[config.mk]
export PLATFORM = sky130hd
export DESIGN_NAME = mackerel_bus_ctrl
export DESIGN_NICKNAME = d
export VERILOG_FILES = /design/src/rtl/mackerel_bus_pkg.sv /design/src/rtl/mackerel_bus_region_sel.sv /design/src/rtl/mackerel_bus_ctrl.sv
export SDC_FILE = /design/constraint.sdc
export NUM_CORES = 1
export LEC_CHECK = 0
export CORE_MARGIN = 2
export CORE_UTILIZATION = 25
export CTS_BUF_LIST = sky130_fd_sc_hd__clkbuf_16
export CTS_CLUSTER_SIZE = 25
export DETAILED_ROUTE_END_ITERATION = 8
export GPL_TIMING_DRIVEN = 0
export PLACE_DENSITY_LB_ADDON = 0.3
export SYNTH_ARGS = -nofsm -noshare
export SYNTH_HDL_FRONTEND = slang
export SYNTH_SLANG_ARGS = --single-unit
[constraint.sdc]
create_clock -name CLK -period 1.85 [get_ports CLK]
set_clock_uncertainty 0.1 [all_clocks]
set_input_delay 0.4625 -clock CLK [delete_from_list [all_inputs] [get_ports CLK]]
set_output_delay 0.4625 -clock CLK [all_outputs]
set_load 0.02 [all_outputs]
[src/rtl/mackerel_bus_pkg.sv]
// Shared types and default timing constants for the mackerel 68000 bus-cycle sequencer.
// The address decoder and the testbench reuse the DEF_* constants.
package mackerel_bus_pkg;

    typedef enum logic [2:0] {
        ST_IDLE     = 3'd0,
        ST_WAIT_WS  = 3'd1,
        ST_WAIT_DEV = 3'd2,
        ST_ACK      = 3'd3,
        ST_FAULT    = 3'd4,
        ST_END      = 3'd5
    } bus_state_e;

    typedef enum logic [2:0] {
        REG_NONE = 3'd0,
        REG_ROM  = 3'd1,
        REG_RAM  = 3'd2,
        REG_MFP  = 3'd3,
        REG_IACK = 3'd4
    } region_e;

    localparam int DEF_ROM_WS  = 2;
    localparam int DEF_RAM_WS  = 0;
    localparam int DEF_TIMEOUT = 64;
    localparam int DEF_CNT_W   = 8;

    // Memory regions are acknowledged by the wait-state counter, not by a device.
    function automatic logic region_is_mem(input region_e r);
        return (r == REG_ROM) || (r == REG_RAM);
    endfunction

endpackage

[src/rtl/mackerel_bus_region_sel.sv]
// Fixed-priority encoder from the active-low decoder selects to a region code:
// ROM > any RAM bank > MFP > IACK > none.
module mackerel_bus_region_sel
    import mackerel_bus_pkg::*;
(
    input  logic       rom_en_n,
    input  logic [3:0] ram_en_n,
    input  logic       mfp_en_n,
    input  logic       iack_n,
    output logic [2:0] region
);

    region_e region_s;

    // Priority resolution; overlapping selects are legal and never an error.
    always_comb begin
        region_s = REG_NONE;
        if (!rom_en_n) begin
            region_s = REG_ROM;
        end else if (ram_en_n != 4'hF) begin
            region_s = REG_RAM;
        end else if (!mfp_en_n) begin
            region_s = REG_MFP;
        end else if (!iack_n) begin
            region_s = REG_IACK;
        end else begin
            region_s = REG_NONE;
        end
    end

    assign region = region_s;

endmodule

[src/rtl/mackerel_bus_ctrl.sv]
// 68000 bus-cycle sequencer: wait-state DTACK, MFP DTACK forwarding and a BERR watchdog.
// Optional build macro MACKEREL_AUTOVEC_EN: IACK timeouts answer with VPA instead of BERR.
module mackerel_bus_ctrl
    import mackerel_bus_pkg::*;
#(
    parameter int ROM_WS  = DEF_ROM_WS,
    parameter int RAM_WS  = DEF_RAM_WS,
    parameter int TIMEOUT = DEF_TIMEOUT,
    parameter int CNT_W   = DEF_CNT_W
) (
    input  logic       CLK,
    input  logic       RST,
    input  logic       AS,
    input  logic       ROMEN,
    input  logic [3:0] RAMEN,
    input  logic       MFPEN,
    input  logic       IACK,
    input  logic       DTACK_MFP,
    output logic       DTACK,
    output logic       BERR,
    output logic       VPA,
    output logic       TIMEOUT_EVT
);

    localparam logic [CNT_W-1:0] CNT_MAX   = {CNT_W{1'b1}};
    localparam logic [CNT_W-1:0] ROM_WS_C  = CNT_W'(ROM_WS);
    localparam logic [CNT_W-1:0] RAM_WS_C  = CNT_W'(RAM_WS);
    localparam logic [CNT_W-1:0] TO_LAST_C = CNT_W'(TIMEOUT - 1);
    localparam logic [CNT_W-1:0] CNT_ONE   = {{(CNT_W-1){1'b0}}, 1'b1};

    bus_state_e       state_q, state_d;
    region_e          region_q, region_d;
    logic [CNT_W-1:0] cnt_q, cnt_d;
    logic             dtack_q, dtack_d;
    logic             berr_q, berr_d;
    logic             vpa_q, vpa_d;
    logic             evt_q, evt_d;

    logic [2:0]       region_sel_s;
    logic [CNT_W-1:0] cnt_inc_s;
    logic [CNT_W-1:0] ws_s;
    logic             fault_vpa_s;
    logic             dev_ack_s;

    mackerel_bus_region_sel u_region_sel (
        .rom_en_n (ROMEN),
        .ram_en_n (RAMEN),
        .mfp_en_n (MFPEN),
        .iack_n   (IACK),
        .region   (region_sel_s)
    );

`ifdef MACKEREL_AUTOVEC_EN
    assign fault_vpa_s = (region_q == REG_IACK);
`else
    assign fault_vpa_s = 1'b0;
`endif

    assign cnt_inc_s = (cnt_q == CNT_MAX) ? cnt_q : cnt_q + CNT_ONE;
    assign ws_s      = (region_q == REG_ROM) ? ROM_WS_C : RAM_WS_C;
    assign dev_ack_s = !DTACK_MFP && ((region_q == REG_MFP) || (region_q == REG_IACK));

    // Next-state, counter and registered-strobe computation; abort (AS high) wins over any response.
    always_comb begin
        state_d  = state_q;
        region_d = region_q;
        cnt_d    = cnt_q;
        dtack_d  = 1'b1;
        berr_d   = 1'b1;
        vpa_d    = 1'b1;
        evt_d    = 1'b0;
        case (state_q)
            ST_IDLE: begin
                if (!AS) begin
                    region_d = region_e'(region_sel_s);
                    cnt_d    = '0;
                    state_d  = region_is_mem(region_e'(region_sel_s)) ? ST_WAIT_WS : ST_WAIT_DEV;
                end else begin
                    state_d = ST_IDLE;
                end
            end
            ST_WAIT_WS: begin
                if (AS) begin
                    state_d = ST_END;
                end else if (cnt_q == ws_s) begin
                    state_d = ST_ACK;
                    dtack_d = 1'b0;
                end else begin
                    cnt_d = cnt_inc_s;
                end
            end
            ST_WAIT_DEV: begin
                if (AS) begin
                    state_d = ST_END;
                end else if (dev_ack_s) begin
                    state_d = ST_ACK;
                    dtack_d = 1'b0;
                end else if (cnt_q == TO_LAST_C) begin
                    state_d = ST_FAULT;
                    berr_d  = fault_vpa_s;
                    vpa_d   = !fault_vpa_s;
                    evt_d   = !fault_vpa_s;
                end else begin
                    cnt_d = cnt_inc_s;
                end
            end
            ST_ACK: begin
                if (AS) begin
                    state_d = ST_END;
                end else begin
                    dtack_d = 1'b0;
                end
            end
            ST_FAULT: begin
                if (AS) begin
                    state_d = ST_END;
                end else begin
                    berr_d = fault_vpa_s;
                    vpa_d  = !fault_vpa_s;
                end
            end
            ST_END: begin
                state_d = ST_IDLE;
            end
            default: begin
                state_d = ST_IDLE;
            end
        endcase
    end

    // State, counter and output registers with synchronous active-low reset.
    always_ff @(posedge CLK) begin
        if (!RST) begin
            state_q  <= ST_IDLE;
            region_q <= REG_NONE;
            cnt_q    <= '0;
            dtack_q  <= 1'b1;
            berr_q   <= 1'b1;
            vpa_q    <= 1'b1;
            evt_q    <= 1'b0;
        end else begin
            state_q  <= state_d;
            region_q <= region_d;
            cnt_q    <= cnt_d;
            dtack_q  <= dtack_d;
            berr_q   <= berr_d;
            vpa_q    <= vpa_d;
            evt_q    <= evt_d;
        end
    end

    assign DTACK       = dtack_q;
    assign BERR        = berr_q;
    assign VPA         = vpa_q;
    assign TIMEOUT_EVT = evt_q;

endmodule

### Word-level counts from Yosys, hierarchy flattened

Index checks and enable logic that the tools add are counted.

* add/sub/neg operators: 1
* multiply operators: 0
* div/mod/pow operators: 0
* magnitude comparators: 0
* eq/ne operators: 22
* shift-type cells: 0
* multiplexer cells: 33
* bitwise logic cells: 3
* reduce and logical (&&, ||, !) cells: 11

Operators by type and width (number)
* 8-bit 2-to-1 mux: 7
* 3-bit 2-to-1 mux: 10
* 8-bit one-hot mux with 3 select lines: 1
* 3-bit by 2-bit equality test with 1-bit output (second input constant): 4
* 2-bit inequality test (second input constant): 6
* 3-bit one-hot mux with 4 select lines: 1
* 3-bit by 1-bit equality test with 1-bit output (second input constant): 3
* 1-bit 2-to-1 mux: 9
* 8-bit by 1-bit adder with 8-bit output (second input constant): 1
* 8-bit by 2-bit equality test with 1-bit output: 1
* 8-bit by 6-bit equality test with 1-bit output (second input constant): 1
* 8-bit equality test (second input constant): 1
* 4-bit inequality test (second input constant): 2
* 7-bit AND reduction: 1
* 3-bit equality test (second input constant): 2
* 2-bit 2-to-1 mux: 3
* 4-bit OR reduction: 1
* 3-bit zero test: 1
* 3-bit inequality test (second input constant): 1
* 1-bit inverter: 3
* 1-bit one-hot mux with 3 select lines: 1
* 3-bit AND reduction: 1
* 3-bit nonzero test: 1
* 1-bit logical OR: 2
* 6 further kinds: 6

* register bits: 17
* latch bits: 0
* RAM bits: 0
* bits in read-only memories: 0
* input port bits: 11
* output and inout bits: 4
* word-level logic and storage cells: 76
* memories kept: 0

### Depth between registers and ports, before layout

* depth in word-level cells: 9
* gate-level depth with buffers: 6
* mapped depth without buffers: 6

### Hierarchy

A second synthesis with hierarchy kept.

* cells, all modules: 139
* area, all modules: 1116.1 sq um

Modules (own cells, without submodules)
* mackerel_bus_ctrl: times used 1, cells each 134, area each 1072.3 sq um, seq. area each 340.3 sq um
* mackerel_bus_region_sel: times used 1, cells each 5, area each 43.8 sq um, seq. area each 0.0 sq um

### Worst setup path before layout

OpenSTA, ideal clock, no wires.

* path kind: register -> register
* from: register cnt_q[1]
* to: register cnt_q[3]
* library setup time: 0.125 ns
* data arrival time: 1.774 ns
* required time: 1.625 ns
* slack: -0.150 ns
* cell stages (with the launch flop): 7
* path buffers: 0
* period minus slack after synthesis: 2.000 ns
* cells stage by stage: dfxtp_1 -> ha_1 -> nand3_1 -> or2_2 -> o211ai_1 -> a211o_2 -> o32ai_1

* longest elaborated chain between the ends: 6
* elaborated cells between the ends (all ways): 14
* classes of those cells: add/sub: 1; eq/ne: 5; mux: 7; reduce/logical: 1

Ends and longest elaborated chain
* start, declared: RTL line mackerel_bus_ctrl.sv:33 `logic [CNT_W-1:0] cnt_q, cnt_d;`
* start signal, assigned: RTL line mackerel_bus_ctrl.sv:144 `cnt_q <= cnt_d;`
* 8-bit by 1-bit adder with 8-bit output / 8-bit equality test (equally long branches): RTL line mackerel_bus_ctrl.sv:59 `assign cnt_inc_s = (cnt_q == CNT_MAX) ? cnt_q : cnt_q + CNT_ONE;`
* 8-bit 2-to-1 mux: RTL line mackerel_bus_ctrl.sv:59
* 8-bit 2-to-1 mux: RTL line mackerel_bus_ctrl.sv:98 `end else if (cnt_q == TO_LAST_C) begin`
* 8-bit 2-to-1 mux: RTL line mackerel_bus_ctrl.sv:95 `end else if (dev_ack_s) begin`
* 8-bit 2-to-1 mux: RTL line mackerel_bus_ctrl.sv:93 `if (AS) begin`
* 8-bit one-hot mux with 3 select lines: RTL line mackerel_bus_ctrl.sv:72 `case (state_q)`

Several ways; a longest one is shown, not always the timed one. The select of a mux whose other input is x is not followed.
A chain may end at the register's enable or synchronous reset.

### Final worst setup path

* from: register cnt_q[0]
* to: register state_q[2]

* longest elaborated chain between the ends: 3
* elaborated cells between the ends (all ways): 5
* classes of those cells: eq/ne: 4; reduce/logical: 1

Ends and longest elaborated chain
* 8-bit by 6-bit equality test with 1-bit output / 8-bit by 2-bit equality test with 1-bit output (equally long branches): RTL line mackerel_bus_ctrl.sv:98, mackerel_bus_ctrl.sv:85
* 4-bit inequality test (no line) / 3-bit inequality test (equally long branches)
* 3-bit AND reduction (no line) (*)
* end signal, assigned: RTL line mackerel_bus_ctrl.sv:142 `state_q <= state_d;`
* end, declared: RTL line mackerel_bus_ctrl.sv:31 `bus_state_e state_q, state_d;`

Every way passes the cells marked *; elsewhere a longest branch is shown, timed or not.

==> impl_metrics.csv <==
group,metric,value,unit
drt,first_pass_iters,4,
timing,setup_tns,-0.4425,ns
clocking,clk_latency,0.25,ns
layout,n_antenna_cell,0,
drt,ant_nets,0,
yosys,async_reset_ff_share,0,%
clocking,cts_tree,"yes",
yosys,ys_warn_count,0,
timing,hold_ws,0.4040,ns
yosys,synth_seq_cells,17,
global_route,antenna_found_initial,0,
yosys,syn_area_per_cell,8.299,µm²
critical_path,cp-start-kind,"register",
layout,fin_cells,203,
layout,fin_area,1546,µm²
yosys,synthDistinctLibCells,51,
yosys,syn-cell-area,1062,µm²
die,start_util,26.18,%
timing,period_share,105.3,%
power,powerDensity,1010,nW/µm²
place,portBuffers,13,
drt,wire_per_inst,14.11,µm
global_route,grt_max_degree,11,
timing,hold_viol_final,0,
clocking,cts.path.max_buffers,2,
layout,fillers,391,
layout,drive_gt1_share,30.72,%
timing,rsz0062_at_grt,"yes",
layout,num-nets-final,166,
clocking,clk_pin_slew,0.06,ns
die,dieWidth,69.19,µm
place,dp_hpwl,1967,µm
yosys,synth_edf_count,0,
timing,finalMaxSlewViolations,0,
critical_path,critPathArrivalTime,1.97,ns
die,die_h,69.19,µm
timing,max_freq,513.3,MHz
timing,setup_slack,-0.09834,ns
layout,multiInputGateArea,817.0,µm²
clocking,hold_buffers,0,
die,rows,23,
place,gp_congestion,0.8886,
die,fp.coreArea,4058,µm²
critical_path,worstPathMaxFanout,3,
clocking,cts.sink_count,17,
critical_path,required,1.87,ns
power,total_power,1.561,mW
drt,vias,1057,
place,dp.cells,191,
die,dieArea,4787,µm²
global_route,grt_pass1_vias,1039,
timing,setup_viol,10,
power,p_leak,0.5171,nW
critical_path,cp-end-kind,"register",
clocking,root_buffer,"clkbuf_16",
timing,worstMarginPinSlew,0.5089,ns
yosys,synth_seq_area_share,32.04,%
status,status,"complete, but fails checks",
layout,regArea,350.3,µm²
power,max-vdd-ir-drop,0.0003437,V
timing,max_slew_margin,66.07,%
drt,routed_wl,2864,µm
place,place_area,1272,µm²
drt,drtIter0Drc,57,
drt,routed_via_density,5.207,
clocking,cts_buffers,3,
status,failed_checks,"setup timing",
worst_hold_path,hold_class,"register to register",
yosys,syn_inst,128,
drt,drc_errors,0,
critical_path,crit_type,"register to register",
run,timing.max_cap.violations,0,
yosys,syn_nets,140,
global_route,grt-ovfl-total,0,
global_route,grt_pass1_wl,4623,µm
clocking,htree_levels,1,
die,ioPinCount,15,
yosys,synth-main-ff-cell,"dfxtp_1",
layout,syn_to_final_growth,45.58,%
global_route,grt_usage,11.71,%
timing,timing.final.crit_period,1.948,ns
## timing repair
action,CTS,global route
pin swaps,2,8
gates cloned,0,0
buffers inserted,3,5
setup endpoints to repair,16,12
gates resized for setup,10,21
## area by class of cell
type / instances / area share [%]
Sequential cell: 17 / 22.65
Tap cell: 50 / 4.045
Inverter: 1 / 0.2427
Clock inverter: 1 / 0.3236
Multi-Input combinational cell: 103 / 52.83
Timing Repair Buffer: 21 / 12.95
Buffer: 7 / 2.104
Clock buffer: 3 / 4.854
## worst paths after layout
check,startpoint,cells after the start,endpoint,slack [ns]
min reg2reg,cnt_q[7]$_SDFFE_PN0P_,1,cnt_q[7]$_SDFFE_PN0P_,0.40
max reg2reg,cnt_q[0]$_SDFFE_PN0P_,5,state_q[2]$_SDFFE_PN0P_,-0.1
min,cnt_q[7]$_SDFFE_PN0P_,1,cnt_q[7]$_SDFFE_PN0P_,0.40
max,cnt_q[0]$_SDFFE_PN0P_,5,state_q[2]$_SDFFE_PN0P_,-0.1
## through the flow
step / utilization (%) / setup slack, ns
6_report: 38.11 / -0.09834
4_1_cts: 34.91 / -0.09880
5_1_grt: 38.11 / -0.1698
3_3_place_gp: 31.36 / -0.7725
2_1_floorplan: - / -0.02241
3_5_place_dp: 31.36 / -0.8320
## cell usage in the layout (no fill, tap or decap), types with 2 or more instances in the layout
cell,n
nor2_4,2
a31oi_1,2
clkdlybuf4s50_1,11
o22ai_1,4
o21ai_1,2
buf_4,8
o211ai_1,3
clkbuf_16,3
mux2i_1,4
nand2_1,16
or3_4,2
nand2b_1,5
buf_2,2
a21oi_1,3
and3_1,2
dfxtp_1,13
nor2_1,7
nor2_2,2
o21ai_0,2
dfxtp_2,2
dfxtp_4,2
clkbuf_1,3
o31ai_1,3
or2_2,2
nand3_1,6
## worst max-delay path: stages, from the launching register on
cell and delay, ns:
dfxtp_4 0.35, or4_1 0.51, or3_4 0.39, o311ai_4 0.23, nand2_2 0.11, mux2i_1 0.13
## flip-flops by register name (all words and copies together), names as in the netlist
signal / cells
DTACK: 1
TIMEOUT_EVT: 1
region_q: 3
state_q: 3
BERR: 1
cnt_q: 8
## per-layer routing
layer  vias up  track usage, %  routed length [µm]
met3         4           2.035                  99
li1        521               -                   -
met5         -               0                   0
met2        21           20.41                1464
met4         0           5.882                  46
met1       511           13.73                1254
## kinds of logic after synthesis
kind of cell | Yosys count | share of synthesized area [%]
and+or+nand+nor | 63 | 33.57
AOI/OAI and AO/OA | 32 | 23.32
DFF | 17 | 32.04
buffers and inverters | 8 | 3.415
muxes | 4 | 3.769
xor gates and xnor gates | 2 | 2.356
adders and majority gates | 1 | 1.178
other | 1 | 0.3530
## synth_stat cells, drive strengths merged (2+ instances only)
master | count | area, µm²
a21oi | 3 | 15.01
o211ai | 3 | 22.52
dfxtp | 17 | 340.3
mux2i | 4 | 40.04
nand2b | 6 | 37.54
o31ai | 4 | 30.03
clkbuf | 3 | 11.26
nand2 | 17 | 66.32
nor3b | 2 | 20.02
nor2 | 11 | 43.80
o32ai | 2 | 17.52
a31oi | 2 | 12.51
nor4 | 2 | 27.53
o21ai | 4 | 20.01
o22ai | 4 | 25.02
or2 | 3 | 18.77
nor3 | 3 | 15.01
o311ai | 3 | 43.80
and3 | 2 | 12.51
nand3 | 7 | 35.03
buf | 4 | 21.27
or3 | 2 | 17.52
## power breakdown
group	internal, mW	total (mW)	switching (mW)
sequential	0.407	0.469	0.0625
combinational	0.292	0.650	0.358
clock	0.289	0.442	0.153
total	0.988	1.56	0.573
Power figures use the tool's default switching activity.
